===== src/rtl/egg_timer_core.sv =====
// Egg-timer countdown core: loads mm:00 from SW, counts down in BCD once per CLK_HZ cycles.
// Optional macro TIMER_ALARM_BLINK_EN makes the DONE alarm blink at 2 Hz instead of staying lit.
module egg_timer_core #(
    parameter int CLK_HZ = 50000000
) (
    input  logic       CLOCK_50,
    input  logic       FPGA_RESET_N,
    input  logic       start_pulse,
    input  logic       clear_pulse,
    input  logic [9:0] SW,
    output logic [3:0] onesSecDisp,
    output logic [3:0] tensSecDisp,
    output logic [3:0] onesMinDisp,
    output logic [3:0] tensMinDisp,
    output logic [3:0] state,
    output logic       alarm
);

    localparam int PW = (CLK_HZ > 1) ? $clog2(CLK_HZ) : 1;
    localparam logic [PW-1:0] TICK_AT = PW'(CLK_HZ - 1);

    typedef enum logic [1:0] {
        S_IDLE  = 2'd0,
        S_RUN   = 2'd1,
        S_PAUSE = 2'd2,
        S_DONE  = 2'd3
    } state_t;

    state_t        st;
    logic [PW-1:0] presc;
    logic          tick;

`ifdef TIMER_ALARM_BLINK_EN
    localparam logic [PW-1:0] BLINK_AT = PW'(CLK_HZ / 4 - 1);
    logic [PW-1:0] blink_cnt;
`endif

    assign state = {2'b00, st};
    assign tick  = (presc == TICK_AT);

    // Preset minutes clamped to 99 and split into BCD without a divider.
    logic [6:0] sw_min;
    logic [3:0] load_tens;
    logic [3:0] load_ones;
    logic       load_nz;
    logic       unused_sw;

    assign sw_min    = (SW[6:0] > 7'd99) ? 7'd99 : SW[6:0];
    assign load_nz   = (sw_min != 7'd0);
    assign unused_sw = ^SW[9:7];

    always_comb begin
        load_tens = 4'd0;
        for (int t = 1; t < 10; t++) begin
            if (sw_min >= 7'(t * 10)) load_tens = 4'(t);
        end
        load_ones = 4'(sw_min - 7'(load_tens) * 7'd10);
    end

    // One-second BCD decrement with borrow chaining mm:ss.
    logic [3:0] dec_os, dec_ts, dec_om, dec_tm;
    logic       at_last;

    always_comb begin
        dec_os = onesSecDisp;
        dec_ts = tensSecDisp;
        dec_om = onesMinDisp;
        dec_tm = tensMinDisp;
        if (onesSecDisp != 4'd0) begin
            dec_os = onesSecDisp - 4'd1;
        end else begin
            dec_os = 4'd9;
            if (tensSecDisp != 4'd0) begin
                dec_ts = tensSecDisp - 4'd1;
            end else begin
                dec_ts = 4'd5;
                if (onesMinDisp != 4'd0) begin
                    dec_om = onesMinDisp - 4'd1;
                end else begin
                    dec_om = 4'd9;
                    dec_tm = tensMinDisp - 4'd1;
                end
            end
        end
    end

    // 00:01 (or a stray 00:00) ends the countdown instead of wrapping.
    assign at_last = (tensMinDisp == 4'd0) && (onesMinDisp == 4'd0) &&
                     (tensSecDisp == 4'd0) && (onesSecDisp <= 4'd1);

    always_ff @(posedge CLOCK_50 or negedge FPGA_RESET_N) begin
        if (!FPGA_RESET_N) begin
            st          <= S_IDLE;
            presc       <= '0;
            onesSecDisp <= 4'd0;
            tensSecDisp <= 4'd0;
            onesMinDisp <= 4'd0;
            tensMinDisp <= 4'd0;
            alarm       <= 1'b0;
`ifdef TIMER_ALARM_BLINK_EN
            blink_cnt   <= '0;
`endif
        end else begin
            case (st)
                S_IDLE: begin
                    presc       <= '0;
                    alarm       <= 1'b0;
                    onesSecDisp <= 4'd0;
                    tensSecDisp <= 4'd0;
                    onesMinDisp <= load_ones;
                    tensMinDisp <= load_tens;
                    if (!clear_pulse && start_pulse && load_nz) st <= S_RUN;
                end
                S_RUN: begin
                    if (clear_pulse) begin
                        st    <= S_IDLE;
                        presc <= '0;
                    end else if (start_pulse) begin
                        st    <= S_PAUSE;
                        presc <= '0;
                    end else if (tick) begin
                        presc <= '0;
                        if (at_last) begin
                            st          <= S_DONE;
                            alarm       <= 1'b1;
                            onesSecDisp <= 4'd0;
                            tensSecDisp <= 4'd0;
                            onesMinDisp <= 4'd0;
                            tensMinDisp <= 4'd0;
`ifdef TIMER_ALARM_BLINK_EN
                            blink_cnt   <= '0;
`endif
                        end else begin
                            onesSecDisp <= dec_os;
                            tensSecDisp <= dec_ts;
                            onesMinDisp <= dec_om;
                            tensMinDisp <= dec_tm;
                        end
                    end else begin
                        presc <= presc + PW'(1);
                    end
                end
                S_PAUSE: begin
                    presc <= '0;
                    if (clear_pulse)      st <= S_IDLE;
                    else if (start_pulse) st <= S_RUN;
                end
                S_DONE: begin
                    presc <= '0;
                    if (clear_pulse || start_pulse) begin
                        st    <= S_IDLE;
                        alarm <= 1'b0;
`ifdef TIMER_ALARM_BLINK_EN
                        blink_cnt <= '0;
`endif
                    end else begin
`ifdef TIMER_ALARM_BLINK_EN
                        if (blink_cnt == BLINK_AT) begin
                            blink_cnt <= '0;
                            alarm     <= ~alarm;
                        end else begin
                            blink_cnt <= blink_cnt + PW'(1);
                        end
`else
                        alarm <= 1'b1;
`endif
                    end
                end
                default: st <= S_IDLE;
            endcase
        end
    end

endmodule


===== config.mk =====
export PLATFORM = sky130hd
export DESIGN_NAME = egg_timer_core
export DESIGN_NICKNAME = d
export VERILOG_FILES = /design/src/rtl/egg_timer_core.sv
export SDC_FILE = /design/constraint.sdc
export NUM_CORES = 1
export LEC_CHECK = 0
export ABC_CLOCK_PERIOD_IN_PS = 4200
export CORE_MARGIN = 3
export CORE_UTILIZATION = 59
export DETAILED_ROUTE_END_ITERATION = 10
export PLACE_DENSITY_LB_ADDON = 0.05
export SYNTH_ARGS = -nofsm -noshare
export SYNTH_HDL_FRONTEND = slang
export SYNTH_SLANG_ARGS = --single-unit
export TNS_END_PERCENT = 20

===== constraint.sdc =====
create_clock -name CLOCK_50 -period 4.2 [get_ports CLOCK_50]
set_input_delay 0.42 -clock CLOCK_50 [delete_from_list [all_inputs] [get_ports CLOCK_50]]
set_output_delay 0.42 -clock CLOCK_50 [all_outputs]
set_load 0.005 [all_outputs]

# After elaboration in Yosys (flattened, before gate mapping)
# Cells that the tools add are included.
# W data, S select, Z words.
totals:
  register_bits: 45
  inputBits: 14
  output_inout_bits: 21
  wordCells: 123
classes:
  add_sub_neg: 6
  n_mul: 1
  magnitude_cmp: 11
  eq_ne: 16
  mux: 58
  n_reduce_logical: 24
ops:
  columns: ["operator", "n"]
  rows:
  - ["$mux W4", 32]
  - ["$mux W26", 3]
  - ["$pmux W26 S2", 1]
  - ["$pmux W4 S2", 4]
  - ["$add A26 B1 Y26 const B", 1]
  - ["$eq A26 B26 Y1 const B", 1]
  - ["$ge A7 B6 Y1 const B", 3]
  - ["$ge A7 B7 Y1 const B", 3]
  - ["$mux W2", 9]
  - ["$sub A4 B1 Y4 const B", 4]
  - ["$reduce_and A5 Y1", 3]
  - ["$ge A7 B5 Y1 const B", 2]
  - ["$logic_not A4 Y1", 3]
  - ["$ne A2 B2 Y1 const B", 6]
  - ["$ne A3 B3 Y1 const B", 4]
  - ["$reduce_bool A4 Y1", 3]
  - ["$ne A4 B4 Y1 const B", 2]
  - ["$pmux W2 S4", 1]
  - ["$ge A7 B4 Y1 const B", 1]
  - ["$gt A7 B7 Y1 const B", 1]
  - ["$mux W7", 1]
  - ["$reduce_and A7 Y1", 1]
  - ["$reduce_bool A7 Y1", 1]
  - ["$mux W1", 6]
  - ["15 further kinds", 20]

# Depth between registers and ports, before layout
# Gate-level depths: netlist (run 1).
depth:
  ltp_word: 15
  depth_mapped: 11
  ltp_nobuf: 10

# Worst setup path after synthesis (run 1)
# OpenSTA, ideal clock, no wires.
synth_path:
  kind: "input port to flip-flop"
  from: "input port SW[3]"
  to: "register onesMinDisp[3]"
  setup_time_ns: 0.136
  t_arrival_ns: 2.490
  required_ns: 4.064
  slack_ns: 1.574
  cell_stages: 11
  path_buffers: 1
  path_cell_list: "clkbuf_1 > nor4b_1 > a22oi_1 > o211a_1 > ha_1 > fa_1 > xor2_1 > xnor2_1 > xnor2_1 > a22oi_1 > a21oi_1"
synth_between:
  elab_chain_len: 15
  word_cells_on_any_way: 23
  classes_between: "add/sub: 1; mul: 1; order compare: 10; mux: 11"
synth_rtl:
  columns: ["element", "line", "rtl"]
  rows:
  - ["from (decl)", "10", "input logic [9:0] SW,"]
  - ["$gt A7 B7 Y1", "48", "assign sw_min = (SW[6:0] > 7'd99) ? 7'd99 : SW[6:0];"]
  - ["$mux W7 *", "48", null]
  - ["$ge A7 B4 Y1", "55", "if (sw_min >= 7'(t * 10)) load_tens = 4'(t);"]
  - ["$mux W1", "55", null]
  - ["$mux W2", "55", null]
  - ["$mux W4 (7 in a row)", "55", null]
  - ["$mul A4 B3 Y3", "57", "load_ones = 4'(sw_min - 7'(load_tens) * 7'd10);"]
  - ["$sub A4 B4 Y4 *", "57", null]
  - ["$pmux W4 S2 *", "104", "case (st)"]
  - ["to (signal assigned)", "110", "onesMinDisp <= load_ones;"]
  - ["to (signal assigned)", "136", "onesMinDisp <= dec_om;"]
  - ["to (decl)", "13", "output logic [3:0] onesMinDisp,"]
# Mark *: on every way between the ends. The rest lies on a longest branch, timed or not.
# A chain may end at the register's enable or synchronous reset.

# Worst setup path after layout (run 1)
layout_path:
  from: "input port SW[5]"
  to: "register onesMinDisp[3]"
# Same word-level chain as after synthesis.

==> qor.yml, run 1 <==
logic_synthesis:
  synthSimpleGateAreaFrac_pct: 27.0
  synth_cells: 318
  async_flop_share_pct: 100
  yosysWarnings: 0
  synth_compound_area_share_pct: 15.3
  synth_xor_area_share_pct: 8.57
  synthAdderAreaFrac_pct: 3.76
  synth_top_family_by_area: "simple AND/OR/NAND/NOR gates"
  synth.cell_area_sq_mm: 0.00286
  synth_cell_types: 60
  synth_edf_count: 0
  syn_area_per_cell_sq_um: 9.00
  ys_ff_latch: 45
  seq_area_frac_synth_pct: 39.3
  synth.area.mux_share_pct: 1.49
  synth_top_flop_cell: "dfrtp_1"
sta:
  finalHoldViolations: 0
  setup-violations-final: 0
  slew_headroom_pct: 32.4
  finClkSkew_ns: 0.00283
  tns_ns: 0
  maxSlewViolCount: 0
  fmaxAchievable_ghz: 0.340
  rsz0062_at_grt: "false"
  finalCriticalPeriod_ns: 2.94
  whs_ns: 0.274
  worst_pin_slew_ns: 1.01
  fin_crit_sh_pct: 69.9
die:
  fp.dieW_um: 75.7
  io_pins: 35
  rows: 24
  dieArea_sq_mm: 0.00572
  start_util_pct: 63.6
  die_h_um: 75.7
  core-area_sq_mm: 0.00450
pwr:
  pwr-share-clk_pct: 30.2
  p_seq_share_pct: 43.5
  fin_total_pwr_w: 0.00115
  combPwrFrac_pct: 26.3
  swShare_pct: 30.6
  power_switching_w: 0.000353
  powerDensity_mw_per_mm2: 354
  irDropWorstVdd_mv: 0.165
  p_leak_nw: 1.31
  cellInternalPower_w: 0.000802
drt:
  drc: 0
  ant_nets: 0
  drtPass1Iterations: 4
  via_per_inst: 5.91
  wl_per_cell_um: 14.7
  num_vias: 2321
  drt_iter0_drc: 131
  wirelength_um: 5780
finish:
  final_nets: 362
  final_common_cell: "nor2_1"
  area_growth_pct: 13.9
  drive_above_1_share_pct: 7.04
  n_fill_cell: 362
  layout_common_cells: "47 x nor2_1, 45 x dfrtp_1, 28 x clkdlybuf4s50_1, 27 x nand2_1, 16 x o21ai_0"
  antenna_cells: 0
placement:
  port_buffers: 29
  dp_hpwl_um: 4110
  gp_congestion: 0.828
hold_path:
  hold_path_class: "input port to asynchronous set/reset pin"
setup_path:
  crit_arrival_ns: 3.11
  path_class: "input port to flip-flop"
  crit_required_ns: 4.37
  endpoint_kind: "flip-flop"
  start_kind: "input port"
  startpoint: "SW[5]"
  crit_path_max_fanout: 14
  rr_startpoint: "onesMinDisp[0]$_DFFE_PN0P_"
grt:
  overflow: 0
  antenna_found_initial: 0
  grt_pass1_vias: 2112
  grt_max_degree: 46
  grt_pass1_wl_um: 9370
  grt_use_total_pct: 21.0
clock_tree:
  cts_setup_buffers: 0
  cts.sinks: 45
  clk_latency_ns: 0.29
  cts_tree: "yes"
  numCtsBuffers: 5
  cts_resized: 0
  clockBufferDepth: 2
  cts_root_buf: "clkbuf_8"
  clkTransAtPathRegs_ns: 0.09
  htree_num_levels: 2
  cts_hold_buf: 0
status:
  status: "finished clean"
run:
  cap_violations: 0
## cell type report
type | instances | area (sq um) | area share (%)
inverters | 14 | 52.6 | 1.61
well taps | 52 | 65.1 | 1.99
clock inverters | 2 | 37.5 | 1.15
multi-input cells | 245 | 1610 | 49.4
repair buffers | 29 | 285 | 8.75
clock buffers | 6 | 82.6 | 2.53
flip-flops and latches | 45 | 1130 | 34.5
## flip-flops by register name, summed over array words and instances (netlist names)
register	flops
alarm	1
onesMinDisp	4
onesSecDisp	4
presc	26
st	2
tensMinDisp	4
tensSecDisp	4
## final timing paths
kind | cells after the start | slack [ns] | to
min | 1 | 0.27 | onesMinDisp[0]$_DFFE_PN0P_
max reg2reg | 8 | 1.54 | tensMinDisp[3]$_DFFE_PN0P_
max | 11 | 1.26 | onesMinDisp[3]$_DFFE_PN0P_
min in group CLOCK_50 | 1 | 0.48 | presc[0]$_DFF_PN0_
max in group asynchronous | 1 | 3.28 | onesMinDisp[1]$_DFFE_PN0P_
min reg2reg | 1 | 0.48 | presc[0]$_DFF_PN0_
## power by group through the flow
stage | logic [W] | clock network (W) | registers, W
final | 0.000304 | 0.000349 | 0.000502
after CTS | 0.000305 | 0.000357 | 0.000502
after floorplan | 0.000198 | 0 | 0.000505
after global placement | 0.000297 | 0 | 0.000510
after detailed placement | 0.000303 | 0 | 0.000510
after global routing | 0.000334 | 0.000370 | 0.000508
## worst max-delay path, cell delays in order
cell and delay [ns]:
clkdlybuf4s50_1 0.71, nor4b_1 0.27, a22oi_1 0.12, o211a_1 0.27
ha_1 0.21, fa_1 0.37, xor2_1 0.18, xnor2_1 0.14
xnor2_1 0.14, a22oi_1 0.17, a21oi_1 0.09
## Yosys cell counts (all sizes together), types with 2 or more instances
cell / n / area share [%]
nor2: 48 / 6.6
dfrtp: 45 / 39
nand2: 27 / 3.5
o21ai: 17 / 3.0
nand3: 15 / 2.6
xor2: 15 / 4.6
inv: 14 / 1.8
a21oi: 13 / 2.3
xnor2: 13 / 4.0
clkbuf: 11 / 1.4
ha: 7 / 3.1
nand4: 7 / 2.1
nor3: 6 / 1.0
nor4: 6 / 2.4
nand2b: 5 / 1.1
nor2b: 5 / 1.1
buf: 4 / 1.2
o31ai: 4 / 1.5
a22o: 3 / 0.92
a22oi: 3 / 0.79
and3: 3 / 0.66
o41ai: 3 / 1.6
or3b: 3 / 0.92
or4: 3 / 0.92
a21boi: 2 / 0.52
a21o: 2 / 0.57
a31oi: 2 / 0.44
a32oi: 2 / 0.61
and4: 2 / 0.61
mux2: 2 / 0.79
mux2i: 2 / 0.70
nand4b: 2 / 0.61
nor4b: 2 / 0.61
o211ai: 2 / 0.52
o2bb2ai: 2 / 0.61
o311ai: 2 / 0.61
or2: 2 / 0.44
## stage by stage
stage               cell area, sq um  setup slack (ns)  utilization, %  instances
floorplan                       2870              1.57               -        319
global placement                3140             0.954            69.8        385
detailed placement              3140             0.936            69.8        385
CTS                             3260              1.25            72.4        393
global route                    3260              1.09            72.4        393
finish                          3260              1.26            72.4        393
## cells by family (layout without fill, tap and decap cells)
group           after synthesis  count (layout)
compound gates               61              61
xor+xnor                     28              28
fa+ha+maj                     8               8
buf+inv                      29              51
flops                        45              45
mux                           4               4
other cells                   1               2
simple gates                142             142
## routing by layer
layer	global-route usage (%)	part of all wire, %	vias up	wire [um]
met5	0	0	-	0
met4	7.57	1.3	0	74
met3	3.17	3.2	7	183
met2	36.4	49	39	2860
met1	26.6	46	1111	2660
li1	-	-	1164	-
Power figures use the tool's default switching activity.
==> run 2, diff against run 1 <==
--- a/config.mk
+++ b/config.mk
@@ -5,9 +5,9 @@
 export SDC_FILE = /design/constraint.sdc
 export NUM_CORES = 1
 export LEC_CHECK = 0
-export ABC_CLOCK_PERIOD_IN_PS = 4200
+export ABC_CLOCK_PERIOD_IN_PS = 2500
 export CORE_MARGIN = 3
-export CORE_UTILIZATION = 59
+export CORE_UTILIZATION = 51
 export DETAILED_ROUTE_END_ITERATION = 10
 export PLACE_DENSITY_LB_ADDON = 0.05
 export SYNTH_ARGS = -nofsm -noshare
==> constraint.sdc (replaced) <==
create_clock -name CLOCK_50 -period 2.5 [get_ports CLOCK_50]
set_input_delay 0.25 -clock CLOCK_50 [delete_from_list [all_inputs] [get_ports CLOCK_50]]
set_output_delay 0.25 -clock CLOCK_50 [all_outputs]
set_load 0.005 [all_outputs]
==> qor.yml, run 2 (synthesis gave the netlist of run 1 again) <==
finish:
  area_growth_pct: 25.7
  layout_common_cells: "47 x nor2_1, 45 x dfrtp_1, 31 x buf_4, 27 x nand2_1, 22 x clkdlybuf4s50_1"
  drive_above_1_share_pct: 17.0
  top_register: "presc"
  fin_area_sq_mm: 0.00360
  final_common_cell: "nor2_1"
  antenna_cells: 0
  largest_reg_flops: 26
  final_nets: 397
pwr:
  power_switching_w: 0.000612
  p_leak_nw: 1.55
  swShare_pct: 30.3
  cellInternalPower_w: 0.00141
  pwr-share-clk_pct: 27.5
  powerDensity_mw_per_mm2: 561
  combPwrFrac_pct: 31.2
  fin_total_pwr_w: 0.00202
  irDropWorstVdd_mv: 0.362
  p_seq_share_pct: 41.3
drt:
  drc: 0
  drt_iter0_drc: 100
  wl_per_cell_um: 13.7
  ant_nets: 0
  num_vias: 2451
  wirelength_um: 6120
  drtPass1Iterations: 4
  via_per_inst: 5.50
clock_tree:
  cts_tree: "yes"
  clkTransAtPathRegs_ns: 0.09
  numCtsBuffers: 5
  cts_root_buf: "clkbuf_8"
  clk_latency_ns: 0.30
  cts.sinks: 45
  clockBufferDepth: 2
  htree_num_levels: 2
setup_path:
  path_class: "flip-flop to flip-flop"
  crit_required_ns: 2.68
  crit_path_max_fanout: 5
  crit_arrival_ns: 2.55
  start_kind: "flip-flop"
  endpoint_kind: "flip-flop"
sta:
  finalHoldViolations: 0
  maxSlewViolCount: 0
  slew_headroom_pct: 65.2
  finClkSkew_ns: 0.00549
  whs_ns: 0.360
  fin_crit_sh_pct: 94.9
  setup-violations-final: 0
  finalCriticalPeriod_ns: 2.37
  fmaxAchievable_ghz: 0.421
  rsz0062_at_grt: "false"
  worst_pin_slew_ns: 0.517
die:
  rows: 26
  start_util_pct: 54.3
  die_h_um: 80.9
  io_pins: 35
  fp.dieW_um: 80.9
  core-area_sq_mm: 0.00527
  dieArea_sq_mm: 0.00655
grt:
  grt_pass1_wl_um: 10500
  grt_use_total_pct: 20.1
  grt_max_degree: 36
  grt_pass1_vias: 2315
  overflow: 0
  antenna_found_initial: 0
placement:
  gp_congestion: 0.849
  dp_hpwl_um: 4460
  placed_area_sq_mm: 0.00340
  port_buffers: 29
hold_path:
  hold_path_class: "input port to asynchronous set/reset pin"
run:
  cap_violations: 0
status:
  status: "finished clean"
-- run 2: path summary, 6_finish.rpt --
path | depth (start not counted) | slack, ns | end | start
max in group asynchronous | 3 | 1.42 | onesSecDisp[0]$_DFFE_PN0P_ | FPGA_RESET_N
hold / removal | 2 | 0.36 | tensMinDisp[1]$_DFFE_PN0P_ | FPGA_RESET_N
setup / recovery | 8 | 0.13 | onesSecDisp[2]$_DFFE_PN0P_ | onesMinDisp[0]$_DFFE_PN0P_
min in group CLOCK_50 | 1 | 0.49 | presc[0]$_DFF_PN0_ | presc[0]$_DFF_PN0_
hold reg to reg | 1 | 0.49 | presc[0]$_DFF_PN0_ | presc[0]$_DFF_PN0_
setup reg to reg | 8 | 0.13 | onesSecDisp[2]$_DFFE_PN0P_ | onesMinDisp[0]$_DFFE_PN0P_
-- run 2: repair_timing --
item	4_1_cts	5_1_grt
setup endpoints to repair	1	9
buffers inserted	1	1
cloned	0	0
hold endpoints to repair	10	0
hold buffers	1	0
gates resized for setup	1	19
pin swaps	1	7
-- run 2: power by group through the flow --
stage | registers (W) | clock network [W] | logic [W]
after floorplan | 0.000848 | 0 | 0.000333
after global placement | 0.000843 | 0 | 0.000598
after detailed placement | 0.000844 | 0 | 0.000604
after CTS | 0.000831 | 0.000574 | 0.000613
after global routing | 0.000842 | 0.000604 | 0.000698
final | 0.000834 | 0.000555 | 0.000630
-- run 2: layer usage --
metal,routed length (um),track usage [%]
met2,3000,34.4
met1,2800,26.0
met3,272,3.33
met4,46,5.91
met5,0,0
-- run 2: layout make-up --
type                    instances  area, sq um
multi-input cells             245         1640
flip-flops and latches         45         1130
fillers                       453         1670
clock inverters                 2         38.8
clock buffers                   6         72.6
well taps                      70         87.6
inverters                      14         52.6
repair buffers                 64          577
-- run 2: metrics by stage --
stage | instances | setup slack [ns] | TNS [ns] | utilization, %
2_1_floorplan | 319 | 0.0441 | 0 | -
3_3_place_gp | 435 | -0.261 | -0.261 | 64.6
3_5_place_dp | 435 | -0.286 | -0.311 | 64.6
4_1_cts | 445 | 0.0163 | 0 | 67.1
5_1_grt | 446 | 0.00428 | 0 | 68.3
6_report | 446 | 0.127 | 0 | 68.3
-- run 2: worst max-delay path, cell delays in order, from the launching register on --
cell	delay, ns
dfrtp_1	0.40
inv_2	0.08
ha_1	0.15
or3b_4	0.43
or4_1	0.65
nand2_1	0.24
nor2_1	0.06
o21ai_0	0.16
o21ai_1	0.09
==> run 3, diff against run 2 <==
==> constraint.sdc (replaced) <==
create_clock -name CLOCK_50 -period 2.5 [get_ports CLOCK_50]
set_input_delay 0.25 -clock CLOCK_50 [delete_from_list [all_inputs] [get_ports CLOCK_50]]
set_output_delay 0.25 -clock CLOCK_50 [all_outputs]
set_load 0.02 [all_outputs]
==> qor.yml, run 3 (synthesis gave the netlist of run 1 again) <==
pwr:
  combPwrFrac_pct: 33.2
  p_leak_nw: 1.56
  powerDensity_mw_per_mm2: 588
  irDropWorstVdd_mv: 0.347
  pwr-share-clk_pct: 27.6
  swShare_pct: 33.2
  cellInternalPower_w: 0.00142
  power_switching_w: 0.000706
  p_seq_share_pct: 39.1
grt:
  antenna_found_initial: 0
  use_met2_pct: 36.3
  grt_max_degree: 36
  grt.busiest_layer: "met2"
  use_met1_pct: 26.1
  grt_use_met3_pct: 3.99
  grt_use_total_pct: 21.1
  grt_pass1_vias: 2393
  grt_pass1_wl_um: 10800
  overflow: 0
finish:
  top_register: "presc"
  largest_reg_flops: 26
  fin_area_sq_mm: 0.00361
  final_common_cell: "nor2_1"
  drive_above_1_share_pct: 17.6
  final_nets: 397
  n_fill_cell: 438
  layout_common_cells: "47 x nor2_1, 45 x dfrtp_1, 31 x buf_4, 26 x nand2_1, 22 x clkdlybuf4s50_1"
  antenna_cells: 0
  area_growth_pct: 26.2
  postLayoutCoreUtil_pct: 68.6
die:
  start_util_pct: 54.3
  core-area_sq_mm: 0.00527
  rows: 26
  io_pins: 35
  dieArea_sq_mm: 0.00655
  die_h_um: 80.9
  fp.dieW_um: 80.9
placement:
  gp_congestion: 0.851
  port_buffers: 29
  placed_area_sq_mm: 0.00340
  dp_hpwl_um: 4580
drt:
  drt_iter0_drc: 88
  ant_nets: 0
  drc: 0
  wirelength_um: 6430
  via_per_inst: 5.56
  wl_per_cell_um: 14.4
  num_vias: 2480
  drtPass1Iterations: 4
status:
  status: "finished clean"
setup_path:
  crit_required_ns: 2.70
  crit_path_max_fanout: 6
  path_class: "flip-flop to flip-flop"
  start_kind: "flip-flop"
  r2r_cells: 8
  endpoint_kind: "flip-flop"
  crit_arrival_ns: 2.58
clock_tree:
  numCtsBuffers: 5
  htree_num_levels: 2
  cts_tree: "yes"
  clockBufferDepth: 2
  cts_root_buf: "clkbuf_8"
  cts.sinks: 45
  clk_latency_ns: 0.31
  clkTransAtPathRegs_ns: 0.09
run:
  cap_violations: 0
sta:
  finalCriticalPeriod_ns: 2.38
  fmaxAchievable_ghz: 0.420
  fin_crit_sh_pct: 95.3
  setup-violations-final: 0
  whs_ns: 0.340
  finClkSkew_ns: 0.00538
  finalHoldViolations: 0
  rsz0062_at_grt: "true"
  worst_pin_slew_ns: 0.508
  slew_headroom_pct: 66.0
  maxSlewViolCount: 0
hold_path:
  hold_path_class: "input port to asynchronous set/reset pin"
==> run 3: cell types whose count changed in the layout (fill, tap and decap cells not counted), sizes merged <==
cell    previous run  this run
inv               14        15
clkbuf             6         5
==> run 3: layer usage <==
metal | share of wire [%] | up-vias | wire (um)
met5 | 0 | - | 0
met4 | 1.0 | 0 | 67
met3 | 4.6 | 10 | 296
met2 | 50 | 62 | 3210
met1 | 44 | 1173 | 2850
li1 | - | 1235 | -
==> run 3: worst paths after layout <==
kind                                       startpoint                    endpoint  slack [ns]
hold reg to reg                    presc[0]$_DFF_PN0_          presc[0]$_DFF_PN0_        0.50
setup / recovery           onesMinDisp[1]$_DFFE_PN0P_  tensMinDisp[3]$_DFFE_PN0P_        0.12
setup reg to reg           onesMinDisp[1]$_DFFE_PN0P_  tensMinDisp[3]$_DFFE_PN0P_        0.12
hold / removal                           FPGA_RESET_N           st[1]$_DFFE_PN0P_        0.34
min in group CLOCK_50              presc[0]$_DFF_PN0_          presc[0]$_DFF_PN0_        0.50
max in group asynchronous                FPGA_RESET_N         presc[17]$_DFF_PN0_        1.43
==> run 3: worst max-delay path, stage by stage (launching register included) <==
cell and delay [ns]:
dfrtp_1 0.40, inv_1 0.08, ha_1 0.15, or3b_4 0.43, nor4_4 0.37, nor2_4 0.09, o41ai_4 0.42, nand2_1 0.10
a22o_1 0.24
==> run 3: power groups by stage <==
| stage | Clock (W) | Combinational (W) | Sequential [W] |
|---|---|---|---|
| 6_report | 0.000587 | 0.000706 | 0.000831 |
| 5_1_grt | 0.000634 | 0.000769 | 0.000840 |
| 4_1_cts | 0.000604 | 0.000688 | 0.000831 |
| 3_5_place_dp | 0 | 0.000672 | 0.000844 |
| 3_3_place_gp | 0 | 0.000663 | 0.000842 |
| 2_1_floorplan | 0 | 0.000334 | 0.000907 |
==> run 3: layout make-up <==
class                           instances  area, sq um  area share [%]
Multi-Input combinational cell        245         1650            45.7
Clock buffer                            5         68.8            1.90
Clock inverter                          3         50.0            1.39
Tap cell                               70         87.6            2.42
Inverter                               14         52.6            1.45
Sequential cell                        45         1130            31.2
Timing Repair Buffer                   64          577            16.0
==> run 3: what timing repair did <==
action / CTS / global route
resized for setup: 2 / 19
hold buffers: 1 / 0
endpoints found under the hold margin: 10 / 0
buffers inserted: 1 / 1
setup endpoints to repair: 1 / 6
pin swaps: 1 / 4
==> run 3: through the flow <==
step	setup TNS [ns]	worst slack [ns]	power, W	instances
floorplan	0	0.0144	0.00124	319
global placement	-0.260	-0.255	0.00150	435
detailed placement	-0.333	-0.285	0.00152	435
CTS	0	0.0340	0.00212	445
global route	-0.0211	-0.0164	0.00224	446
finish	0	0.118	0.00212	446
